$ cat src/rtl/whack_game_ctrl.sv
// Whack-an-engineer game controller: conditions the buttons, picks the active hard hat,
// scores hits and misses, and sequences idle -> play -> game over -> restart.
module whack_game_ctrl #(
  parameter int          CLOCK_FREQ   = 50000000,
  parameter int          MOLE_PERIOD  = 50000000,
  parameter int          HIT_HOLD     = 12500000,
  parameter int          GAME_SECONDS = 30,
  parameter logic [15:0] LFSR_SEED    = 16'hACE1
) (
  input  logic       clk,
  input  logic       iResetn,
  input  logic       iStart,
  input  logic [4:0] iKeys,
  output logic [2:0] gameState,
  output logic [4:0] hhSelect,
  output logic       moleHit,
  output logic [7:0] oScore,
  output logic [7:0] oMisses,
  output logic [6:0] oTimeLeft
);

  localparam int TW = (CLOCK_FREQ > 1) ? $clog2(CLOCK_FREQ) : 1;
  localparam int PW = (MOLE_PERIOD > 1) ? $clog2(MOLE_PERIOD) : 1;
  localparam int HW = (HIT_HOLD > 1) ? $clog2(HIT_HOLD) : 1;

  localparam logic [TW-1:0] TICK_MAX   = TW'(CLOCK_FREQ - 1);
  localparam logic [PW-1:0] PERIOD_MAX = PW'(MOLE_PERIOD - 1);
  localparam logic [HW-1:0] HOLD_MAX   = HW'(HIT_HOLD - 1);
  localparam logic [6:0]    TIME_LOAD  = 7'(GAME_SECONDS);

  typedef enum logic [2:0] {
    IDLE      = 3'd1,
    PLAY      = 3'd2,
    RESTART   = 3'd3,
    GAME_OVER = 3'd4
  } state_t;

  state_t        state;
  logic [15:0]   lfsr;
  logic [TW-1:0] tick_cnt;
  logic [PW-1:0] period_cnt;
  logic [HW-1:0] hold_cnt;
  logic          mole_done;

  // Bit 5 is the start button, bits 4:0 the hit keys. The press pulse is registered
  // so a key edge reaches moleHit three clocks after it is first sampled.
  logic [5:0] sync1, sync2, sync3, press;

  always_ff @(posedge clk) begin
    if (iResetn) begin
      sync1 <= '0;
      sync2 <= '0;
      sync3 <= '0;
      press <= '0;
    end else begin
      sync1 <= {iStart, iKeys};
      sync2 <= sync1;
      sync3 <= sync2;
      press <= sync2 & ~sync3;
    end
  end

  logic       start_press;
  logic [4:0] key_press;
  assign start_press = press[5];
  assign key_press   = press[4:0];

  logic       lfsr_fb;
  logic [2:0] raw_idx, base_idx, pick_idx;
  logic [4:0] pick_sel;

  // Fold the 3-bit LFSR slice into 0..4, then step past the current hat so it always moves.
  always_comb begin
    lfsr_fb  = lfsr[15] ^ lfsr[13] ^ lfsr[12] ^ lfsr[10];
    raw_idx  = lfsr[2:0];
    base_idx = (raw_idx >= 3'd5) ? (raw_idx - 3'd5) : raw_idx;
    pick_idx = base_idx;
    if ((5'b00001 << base_idx) == hhSelect) begin
      pick_idx = (base_idx == 3'd4) ? 3'd0 : (base_idx + 3'd1);
    end
    pick_sel = 5'b00001 << pick_idx;
  end

  logic is_hit, tick_wrap, expire;

  always_comb begin
    is_hit    = (key_press != 5'd0) && (key_press == hhSelect) && !moleHit && !mole_done;
    tick_wrap = (tick_cnt == TICK_MAX);
    expire    = (oTimeLeft == 7'd0) || (tick_wrap && (oTimeLeft == 7'd1));
  end

  assign gameState = state;

  always_ff @(posedge clk) begin
    if (iResetn) begin
      state      <= IDLE;
      hhSelect   <= '0;
      moleHit    <= 1'b0;
      oScore     <= '0;
      oMisses    <= '0;
      oTimeLeft  <= TIME_LOAD;
      lfsr       <= LFSR_SEED;
      tick_cnt   <= '0;
      period_cnt <= '0;
      hold_cnt   <= '0;
      mole_done  <= 1'b0;
    end else begin
      lfsr <= {lfsr[14:0], lfsr_fb};
      case (state)
        IDLE: begin
          if (start_press) begin
            state      <= PLAY;
            hhSelect   <= pick_sel;
            moleHit    <= 1'b0;
            oTimeLeft  <= TIME_LOAD;
            tick_cnt   <= '0;
            period_cnt <= '0;
            hold_cnt   <= '0;
            mole_done  <= 1'b0;
          end
        end

        PLAY: begin
          if (expire) begin
            // Expiry outranks any hit landing on the same edge.
            state     <= GAME_OVER;
            hhSelect  <= '0;
            moleHit   <= 1'b0;
            oTimeLeft <= 7'd0;
            tick_cnt  <= '0;
          end else begin
            if (tick_wrap) begin
              tick_cnt  <= '0;
              oTimeLeft <= oTimeLeft - 7'd1;
            end else begin
              tick_cnt <= tick_cnt + 1'b1;
            end

            if (is_hit) begin
              moleHit   <= 1'b1;
              hold_cnt  <= '0;
              mole_done <= 1'b1;
              if (oScore != 8'hFF) oScore <= oScore + 8'd1;
            end else begin
              if ((key_press != 5'd0) && (oMisses != 8'hFF)) oMisses <= oMisses + 8'd1;
              if (moleHit) begin
                // Period counter stays frozen while the hit is shown; it restarts on the fall.
                if (hold_cnt == HOLD_MAX) begin
                  moleHit    <= 1'b0;
                  period_cnt <= '0;
                end else begin
                  hold_cnt <= hold_cnt + 1'b1;
                end
              end else if (period_cnt == PERIOD_MAX) begin
                period_cnt <= '0;
                hhSelect   <= pick_sel;
                mole_done  <= 1'b0;
              end else begin
                period_cnt <= period_cnt + 1'b1;
              end
            end
          end
        end

        GAME_OVER: begin
          if (start_press) state <= RESTART;
        end

        RESTART: begin
          state      <= PLAY;
          hhSelect   <= pick_sel;
          moleHit    <= 1'b0;
          oScore     <= '0;
          oMisses    <= '0;
          oTimeLeft  <= TIME_LOAD;
          tick_cnt   <= '0;
          period_cnt <= '0;
          hold_cnt   <= '0;
          mole_done  <= 1'b0;
        end

        default: state <= IDLE;
      endcase
    end
  end

endmodule

$ cat config.mk
export PLATFORM = sky130hd
export DESIGN_NAME = whack_game_ctrl
export DESIGN_NICKNAME = d
export VERILOG_FILES = /design/src/rtl/whack_game_ctrl.sv
export SDC_FILE = /design/constraint.sdc
export NUM_CORES = 1
export LEC_CHECK = 0
export CORE_UTILIZATION = 40
export CTS_BUF_LIST = sky130_fd_sc_hd__clkbuf_2
export CTS_CLUSTER_SIZE = 28
export DETAILED_ROUTE_END_ITERATION = 16
export PLACE_DENSITY_LB_ADDON = 0.15
export SYNTH_ARGS = -nofsm -noshare
export SYNTH_HDL_FRONTEND = slang
export SYNTH_SLANG_ARGS = --single-unit
$ cat constraint.sdc
create_clock -name clk -period 3.17 [get_ports clk]
set_clock_uncertainty 0.15 [all_clocks]
set_input_delay 0.634 -clock clk [delete_from_list [all_inputs] [get_ports clk]]
set_output_delay 0.634 -clock clk [all_outputs]
set_load 0.02 [all_outputs]
* After elaboration in Yosys (flattened, before gate mapping)
Index checks and enable logic that the tools add are counted.
** Operators by class
- Add/sub/neg operators :: 8
- Magnitude comparators :: 1
- Equality and inequality tests :: 30
- Shifts and indexed selects :: 2
- Muxes and demuxes :: 52
- Bitwise logic cells :: 5
- Reduce and logical (&&, ||, !) cells :: 21
** Operator list (number)
- $mux 26 :: 8
- $pmux 26 s3 :: 2
- $mux 24 :: 5
- $pmux 24 s3 :: 1
- $add 26x1->26 const B :: 2
- $eq 26x26->1 const B :: 2
- $mux 8 :: 6
- $pmux 8 s2 :: 2
- $ne 3x3->1 const B :: 9
- $mux 5 :: 5
- $add 24x1->24 const B :: 1
- $eq 24x24->1 const B :: 1
- $mux 7 :: 3
- $pmux 7 s3 :: 1
- $reduce_and 5->1 :: 4
- $mux 3 :: 6
- $add 8x1->8 const B :: 2
- $ne 2x2->1 const B :: 8
- $ne 8x8->1 const B :: 2
- $pmux 5 s3 :: 1
- $pmux 3 s4 :: 1
- $eq 5x5->1 :: 2
- $shl 1x3->5 const A :: 2
- $mux 1 :: 9
- 22 further kinds :: 34
** Word-level totals
- Register bits after elaboration :: 149
- Input port bits :: 8
- Output and inout bits :: 32
- Logic and storage cells :: 134

* Depth between registers and ports, before layout
Gate-level depths: netlist (run 1).
- Depth after elaboration :: 11
- Depth in mapped cells :: 15
- Mapped depth without buffers :: 15

* Worst setup path before layout (run 1)
No wires, ideal clock.
- Path type :: reg2reg
- From :: register lfsr[1]
- To :: register hhSelect[0]
- Arrival time :: 2.983 ns
- Path slack :: -0.022 ns
- Cell stages (with the launch flop) :: 16
- Buffers on the path :: 0
- Path through :: dfxtp_1 > inv_1 > ha_1 > nor2_1 > nor2_1 > mux2i_1 > inv_1 > ha_1 > ha_1 > xor2_1 > or3_1 > o31ai_1 > nand2_1 > nor4b_1 > nor3b_1 > a22o_1
** Between the ends
- Longest elaborated chain between the ends :: 11
- Elaborated cells on any way between the ends :: 16
- Classes of those cells :: 2 x add/sub; 1 x order compare; 2 x eq/ne; 2 x shift; 9 x mux
** Ends and longest elaborated chain
- start: declaration :: line 39 : logic [15:0] lfsr;
- start signal: assignment :: line 108 : lfsr <= {lfsr[14:0], lfsr_fb};
- $sub 3x3->3 or $ge 3x3->1 (tied branches) :: line 76 : base_idx = (raw_idx >= 3'd5) ? (raw_idx - 3'd5) : raw_idx;
- $mux 3 * :: line 76
- $add 3x1->3, or another cell as far along :: line 79 : pick_idx = (base_idx == 3'd4) ? 3'd0 : (base_idx + 3'd1);
- $mux 3 or $eq 5x5->1 (tied branches) :: line 79, 78
- $mux 3 * :: line 78 : if ((5'b00001 << base_idx) == hhSelect) begin
- $shl 1x3->5 * :: line 81 : pick_sel = 5'b00001 << pick_idx;
- $mux 5 :: line 154 : end else if (period_cnt == PERIOD_MAX) begin
- $mux 5 :: line 146 : if (moleHit) begin
- $mux 5 :: line 139 : if (is_hit) begin
- $mux 5 :: line 124 : if (expire) begin
- $pmux 5 s3 * :: line 109 : case (state)
- end signal: assignment :: line 113 : hhSelect <= pick_sel;
- end signal: assignment :: line 156 : hhSelect <= pick_sel;
- end signal: assignment :: line 171 : hhSelect <= pick_sel;
- end: declaration :: line 15 : output logic [4:0] hhSelect,
Every way passes the cells marked *; elsewhere a longest branch is shown, timed or not. The select of a mux whose other input is x is not followed.
A chain may end at the register's enable or synchronous reset.

* Worst setup path in the final report (run 1)
- From :: register lfsr[1]
- To :: register hhSelect[1]
The elaborated chain is that of the path after synthesis.

==> results of run 1 <==
-- through the flow --
stage	instances	hold WS [ns]	total power, mW	utilization (%)	instance area [sq um]
6_report	1089	0.217	3.36	47.9	8020
5_1_grt	1089	0.173	3.54	47.9	8020
4_1_cts	1085	0.142	3.39	47.4	7940
3_5_place_dp	1053	0.221	2.29	45.8	7680
3_3_place_gp	1053	0.222	2.28	45.8	7680
2_1_floorplan	801	0.217	2.19	-	6960
-- metal layers --
layer | vias up | routed length [microns] | global-route usage, %
li1 | 2923 | - | -
met1 | 2724 | 7010 | 21.8
met2 | 78 | 7330 | 29.7
met3 | 10 | 457 | 4.23
met4 | 0 | 127 | 4.67
met5 | - | 0 | 0
-- worst max-delay path, cell delays in order (launching register included) --
cell and delay [ns]:
dfxtp_2 0.42, inv_2 0.06, ha_4 0.16, nor2_2 0.10, nor2_1 0.05, mux2i_2 0.17
inv_1 0.09, ha_2 0.18, ha_2 0.17, xor2_1 0.15, or3_4 0.42, o31ai_4 0.19
nand2_1 0.09, nor4b_2 0.28, nor3b_2 0.25, a22o_1 0.15
-- state kept, by name, summed over array words and instances, names as in the netlist, 3 cells and up --
signal / flops
oScore: 8
period_cnt: 26
hhSelect: 5
gameState: 3
press: 6
oMisses: 8
sync2: 6
hold_cnt: 24
oTimeLeft: 7
sync1: 6
lfsr: 16
tick_cnt: 26
sync3: 6
-- what timing repair did --
action,in CTS,in global routing
pin swaps,0,11
resized for setup,5,14
gates cloned,0,0
buffers inserted,0,3
setup endpoints to repair,4,13
-- final cells by class --
cell class                 instances  area (sq um)  area share [%]
multi-input combinational        599          3820            47.7
sequential                       149          2990            37.3
timing repair buffer              69           623            7.77
tap                              220           275            3.43
clock inverter                    15           151            1.89
clock buffer                      17          85.1            1.06
inverter                          19          71.3           0.889
antenna                            1          2.50          0.0312
-- logic make-up (layout without fill, tap and decap cells) --
logic type | Yosys count | in the layout | share of synthesized area [%]
AND/OR/NAND/NOR | 385 | 385 | 30.4
buffers and inverters | 53 | 120 | 3.22
adder cells (fa/ha/maj) | 15 | 15 | 2.70
AO/OA/AOI/OAI | 119 | 119 | 10.6
XOR/XNOR | 75 | 75 | 9.44
flip-flops | 149 | 149 | 42.9
other | 0 | 1 | 0
multiplexers | 5 | 5 | 0.719
-- power by group through the flow --
stage,sequential (mW),clock (mW),combinational (mW)
floorplan,1.98,0,0.215
global placement,1.97,0,0.308
detailed placement,1.97,0,0.317
CTS,1.94,1.12,0.326
global route,1.95,1.20,0.399
finish,1.94,1.06,0.360
-- cell usage in the layout, fill, tap and decap left out, types with 6 or more instances in the layout --
cell type          n
nand2_1           50
or2_2             11
a21oi_1           41
nand4_1           23
nand3b_1           7
clkbuf_2          17
o21ai_0           27
nor4_2             7
clkdlybuf4s50_1   38
o21ai_1            6
nor3_1            38
nand2b_1           7
nand3_1           32
inv_1             18
nor2b_1           33
inv_8              6
nand4b_1           8
buf_4             29
xor2_1            29
dfxtp_1          147
ha_1              12
nor2_1           105
and3_1            14
xnor2_1           46
or3_1              9
inv_6              6
-- worst min-delay path by stage --
stage | start | endpoint | slack [ns] | depth (start not counted)
floorplan | sync3[0] | press[0] | 0.22 | 1
global placement | sync3[5] | press[5] | 0.22 | 1
detailed placement | sync3[5] | press[5] | 0.22 | 1
CTS | iResetn | hold_cnt[3] | 0.14 | 2
global route | iResetn | hold_cnt[4] | 0.17 | 2
finish | iResetn | hold_cnt[3] | 0.22 | 2
==> impl_metrics.json, run 1 <==
{
  "finalHoldViolations": 0,
  "cp-endpoint": "hhSelect[1]",
  "yosysTopAreaCell": "dfxtp_1",
  "r2r-end": "hhSelect[1]",
  "end_kind": "register",
  "cts_hold_buf": 0,
  "pin_count": 40,
  "grt_max_degree": 30,
  "p_int_mw": 2.34,
  "reg2reg_slack_ns": 0.05,
  "n_fill_cell": 1638,
  "synth_common_cells": "149 x dfxtp_1, 106 x nor2_1, 50 x nand2_1",
  "dr.pass1.iters": 4,
  "antenna_found_initial": 1,
  "hold_class": "input pin to register",
  "fin_crit_sh_pct": 98.3,
  "timing.rr.start": "lfsr[1]",
  "synthCells": 801,
  "insertion_delay_ns": 0.71,
  "swShare_pct": 30.4,
  "core_sq_um": 16800,
  "clkPwrFrac_pct": 31.5,
  "clk_path_buf_depth": 2,
  "seqPwrFrac_pct": 57.8,
  "fmax_ghz": 0.321,
  "vias_per_cell": 5.27,
  "cp-start-kind": "register",
  "drive_above_1_share_pct": 12.1,
  "final.setup.worst_slack_ns": 0.0539,
  "worstSetupPathType": "register to register",
  "syn_area_sq_um": 6960,
  "period_minus_slack_ns": 3.12,
  "drtAntennaViolNets": 0,
  "critPathMaxFanout": 3,
  "ys_seq_area_share_pct": 42.9,
  "vias": 5735,
  "syn_area_per_cell_sq_um": 8.68,
  "htreeDepth": 4,
  "fp.dieH_microns": 134,
  "crit_required_ns": 3.68,
  "cts_tree": "done",
  "setup-violations-final": 0,
  "synth_ff_type": "dfxtp_1",
  "fp.dieArea_sq_um": 17900,
  "cts_buffers": 17,
  "grt_pass1_vias": 5457,
  "syn_to_final_growth_pct": 15.3,
  "maxCapViolations": 0,
  "die_x_microns": 134,
  "cts.sinks": 149,
  "ir_worst_vdd_v": 0.000347,
  "worst-r2r-cell-count": 15,
  "power_frac_comb_pct": 10.7,
  "grt_pass1_wl_microns": 25500,
  "tightest_slew_ns": 0.788,
  "wl_microns": 14900,
  "ys_seq_elements": 149,
  "startpoint": "lfsr[1]",
  "clockRootBuffer": "clkbuf_2",
  "drt_iter0_markers": 312,
  "synth-edff-count": 0,
  "relSlewSlack_pct": 47.5,
  "grt-ovfl-total": 0,
  "yosys_warnings": 0,
  "status": "finished clean",
  "slew_viol_final": 0,
  "portBuffers": 39,
  "rows": 47,
  "gp_congestion": 0.848,
  "drc": 0,
  "tns_ns": 0,
  "cp_data_arrival_time_ns": 3.63,
  "synth.most_common_cell": "dfxtp_1",
  "synth_area_leaders": "dfxtp_1 43%, xnor2_1 5.8%, nor2_1 5.7%, xor2_1 3.7%, a21oi_1 3.0%",
  "synthesis.nets": 824,
  "post-place-ws_ns": -0.130,
  "dp_hpwl_microns": 10800,
  "nets": 878,
  "grt_use_total_pct": 17.4,
  "initial_core_util_pct": 41.5,
  "ys_types": 65,
  "rsz0062_at_grt": "yes",
  "clk_pin_slew_ns": 0.25,
  "p_leak_nw": 2.77,
  "p_per_area_nw_per_um2": 419,
  "netlist.area_leader.share_pct": 42.9,
  "avgRoutedWirePerCell_microns": 13.7,
  "async_flop_share_pct": 0,
  "p_sw_mw": 1.02
}
Power figures use the tool's default switching activity.
==> run 2: changes to the inputs <==
--- a/config.mk
+++ b/config.mk
@@ -9,6 +9,7 @@
 export CTS_BUF_LIST = sky130_fd_sc_hd__clkbuf_2
 export CTS_CLUSTER_SIZE = 28
 export DETAILED_ROUTE_END_ITERATION = 16
+export MAX_ROUTING_LAYER = met4
 export PLACE_DENSITY_LB_ADDON = 0.15
 export SYNTH_ARGS = -nofsm -noshare
 export SYNTH_HDL_FRONTEND = slang
==> impl_metrics.json, run 2 (synthesis gave the netlist of run 1 again) <==
{
  "status": "finished clean",
  "antenna_found_initial": 1,
  "largest_registers": "period_cnt x26, tick_cnt x26, hold_cnt x24",
  "drc": 0,
  "syn_to_final_growth_pct": 15.3,
  "fmax_ghz": 0.321,
  "ir_worst_vdd_v": 0.000345,
  "cts.sinks": 149,
  "grt_use_total_pct": 17.9,
  "clk_path_buf_depth": 2,
  "clockRootBuffer": "clkbuf_2",
  "relSlewSlack_pct": 47.7,
  "p_per_area_nw_per_um2": 419,
  "rsz0062_at_grt": "yes",
  "holdPathStages": 2,
  "period_minus_slack_ns": 3.12,
  "htreeDepth": 4,
  "cts_hold_buf": 0,
  "drtAntennaViolNets": 0,
  "cp_data_arrival_time_ns": 3.63,
  "maxCapViolations": 0,
  "cp-start-kind": "register",
  "worst-r2r-cell-count": 15,
  "r2r-end": "hhSelect[1]",
  "tightest_slew_ns": 0.784,
  "die_x_microns": 134,
  "grt_max_degree": 30,
  "fin_area_sq_um": 8020,
  "startpoint": "lfsr[1]",
  "dpl_cell_area_sq_um": 7680,
  "fp.dieH_microns": 134,
  "pin_count": 40,
  "dp_hpwl_microns": 10800,
  "p_leak_nw": 2.77,
  "fp.dieArea_sq_um": 17900,
  "hold_class": "input pin to register",
  "cts_buffers": 17,
  "avgRoutedWirePerCell_microns": 13.7,
  "crit_required_ns": 3.68,
  "portBuffers": 39,
  "reg2reg_slack_ns": 0.05,
  "clk_pin_slew_ns": 0.25,
  "slew_viol_final": 0,
  "nets": 878,
  "final_cell_mix": "147 x dfxtp_1, 105 x nor2_1, 50 x nand2_1",
  "setup-violations-final": 0,
  "gp_congestion": 0.861,
  "finalHoldViolations": 0,
  "insertion_delay_ns": 0.71,
  "grt-ovfl-total": 0,
  "grt_pass1_vias": 5454,
  "grt_pass1_wl_microns": 25500,
  "timing.rr.start": "lfsr[1]",
  "dr.pass1.iters": 4,
  "vias": 5723,
  "vias_per_cell": 5.26,
  "hp-start": "iResetn",
  "cts_tree": "done",
  "worstSetupPathType": "register to register",
  "whs_endpoint": "hold_cnt[3]",
  "finalPower_mw": 3.36,
  "initial_core_util_pct": 41.5,
  "drive_above_1_share_pct": 12.1,
  "final_common_cell": "dfxtp_1",
  "fin_crit_sh_pct": 98.3,
  "wl_microns": 14900,
  "drt_iter0_markers": 314,
  "critPathMaxFanout": 3,
  "end_kind": "register",
  "core_sq_um": 16800,
  "rows": 47
}
[run 2: cell counts in the layout (fill, tap and decap cells not counted)]
Identical to the previous run, type by type.
[run 2: layout make-up]
type / instances / area (sq um)
well taps: 220 / 275
clock buffers: 17 / 85.1
multi-input cells: 599 / 3820
diodes: 1 / 2.50
flip-flops and latches: 149 / 2990
repair buffers: 69 / 623
fillers: 1638 / 8740
clock inverters: 15 / 151
inverters: 19 / 71.3
[run 2: metrics by stage]
stage                     TNS, ns  util, %  hold slack, ns  setup slack (ns)  instances
after floorplan                 0        -           0.217            0.0324        801
after global placement          0     45.8           0.222            0.0171       1053
after detailed placement   -0.257     45.8           0.221            -0.130       1053
after CTS                       0     47.4           0.142            0.0157       1085
after global routing       -0.489     47.9           0.173            -0.143       1089
final                           0     47.9           0.215            0.0544       1089
[run 2: metal layers]
layer	wire [microns]	part of all wire [%]	GRT usage, %
met1	7040	47	21.8
met3	468	3.1	4.23
met2	7320	49	29.7
met5	0	0	-
met4	122	0.82	4.67
[run 2: where the power goes]
part | total (mW) | switching [mW] | internal, mW
Combinational | 0.359 | 0.195 | 0.164
Sequential | 1.94 | 0.0278 | 1.91
Clock | 1.06 | 0.801 | 0.261
[run 2: worst max-delay path by stage]
stage | to | slack, ns | depth (start not counted)
floorplan | hhSelect[0] | 0.03 | 15
global placement | hhSelect[0] | 0.02 | 15
detailed placement | hhSelect[1] | -0.13 | 15
CTS | hhSelect[1] | 0.02 | 15
global route | hhSelect[0] | -0.14 | 15
finish | hhSelect[1] | 0.05 | 15
[run 2: critical path: stages (launching register included)]
cell	delay, ns
dfxtp_2	0.42
inv_2	0.06
ha_4	0.16
nor2_2	0.10
nor2_1	0.05
mux2i_2	0.17
inv_1	0.09
ha_2	0.18
ha_2	0.17
xor2_1	0.15
or3_4	0.42
o31ai_4	0.19
nand2_1	0.09
nor4b_2	0.28
nor3b_2	0.25
a22o_1	0.15
[run 2: repair_timing]
| item | CTS | global route |
|---|---|---|
| endpoints found under the setup margin | 4 | 12 |
| buffers inserted | 0 | 3 |
| cloned | 0 | 0 |
| pin swaps | 0 | 11 |
| resized for setup | 5 | 14 |
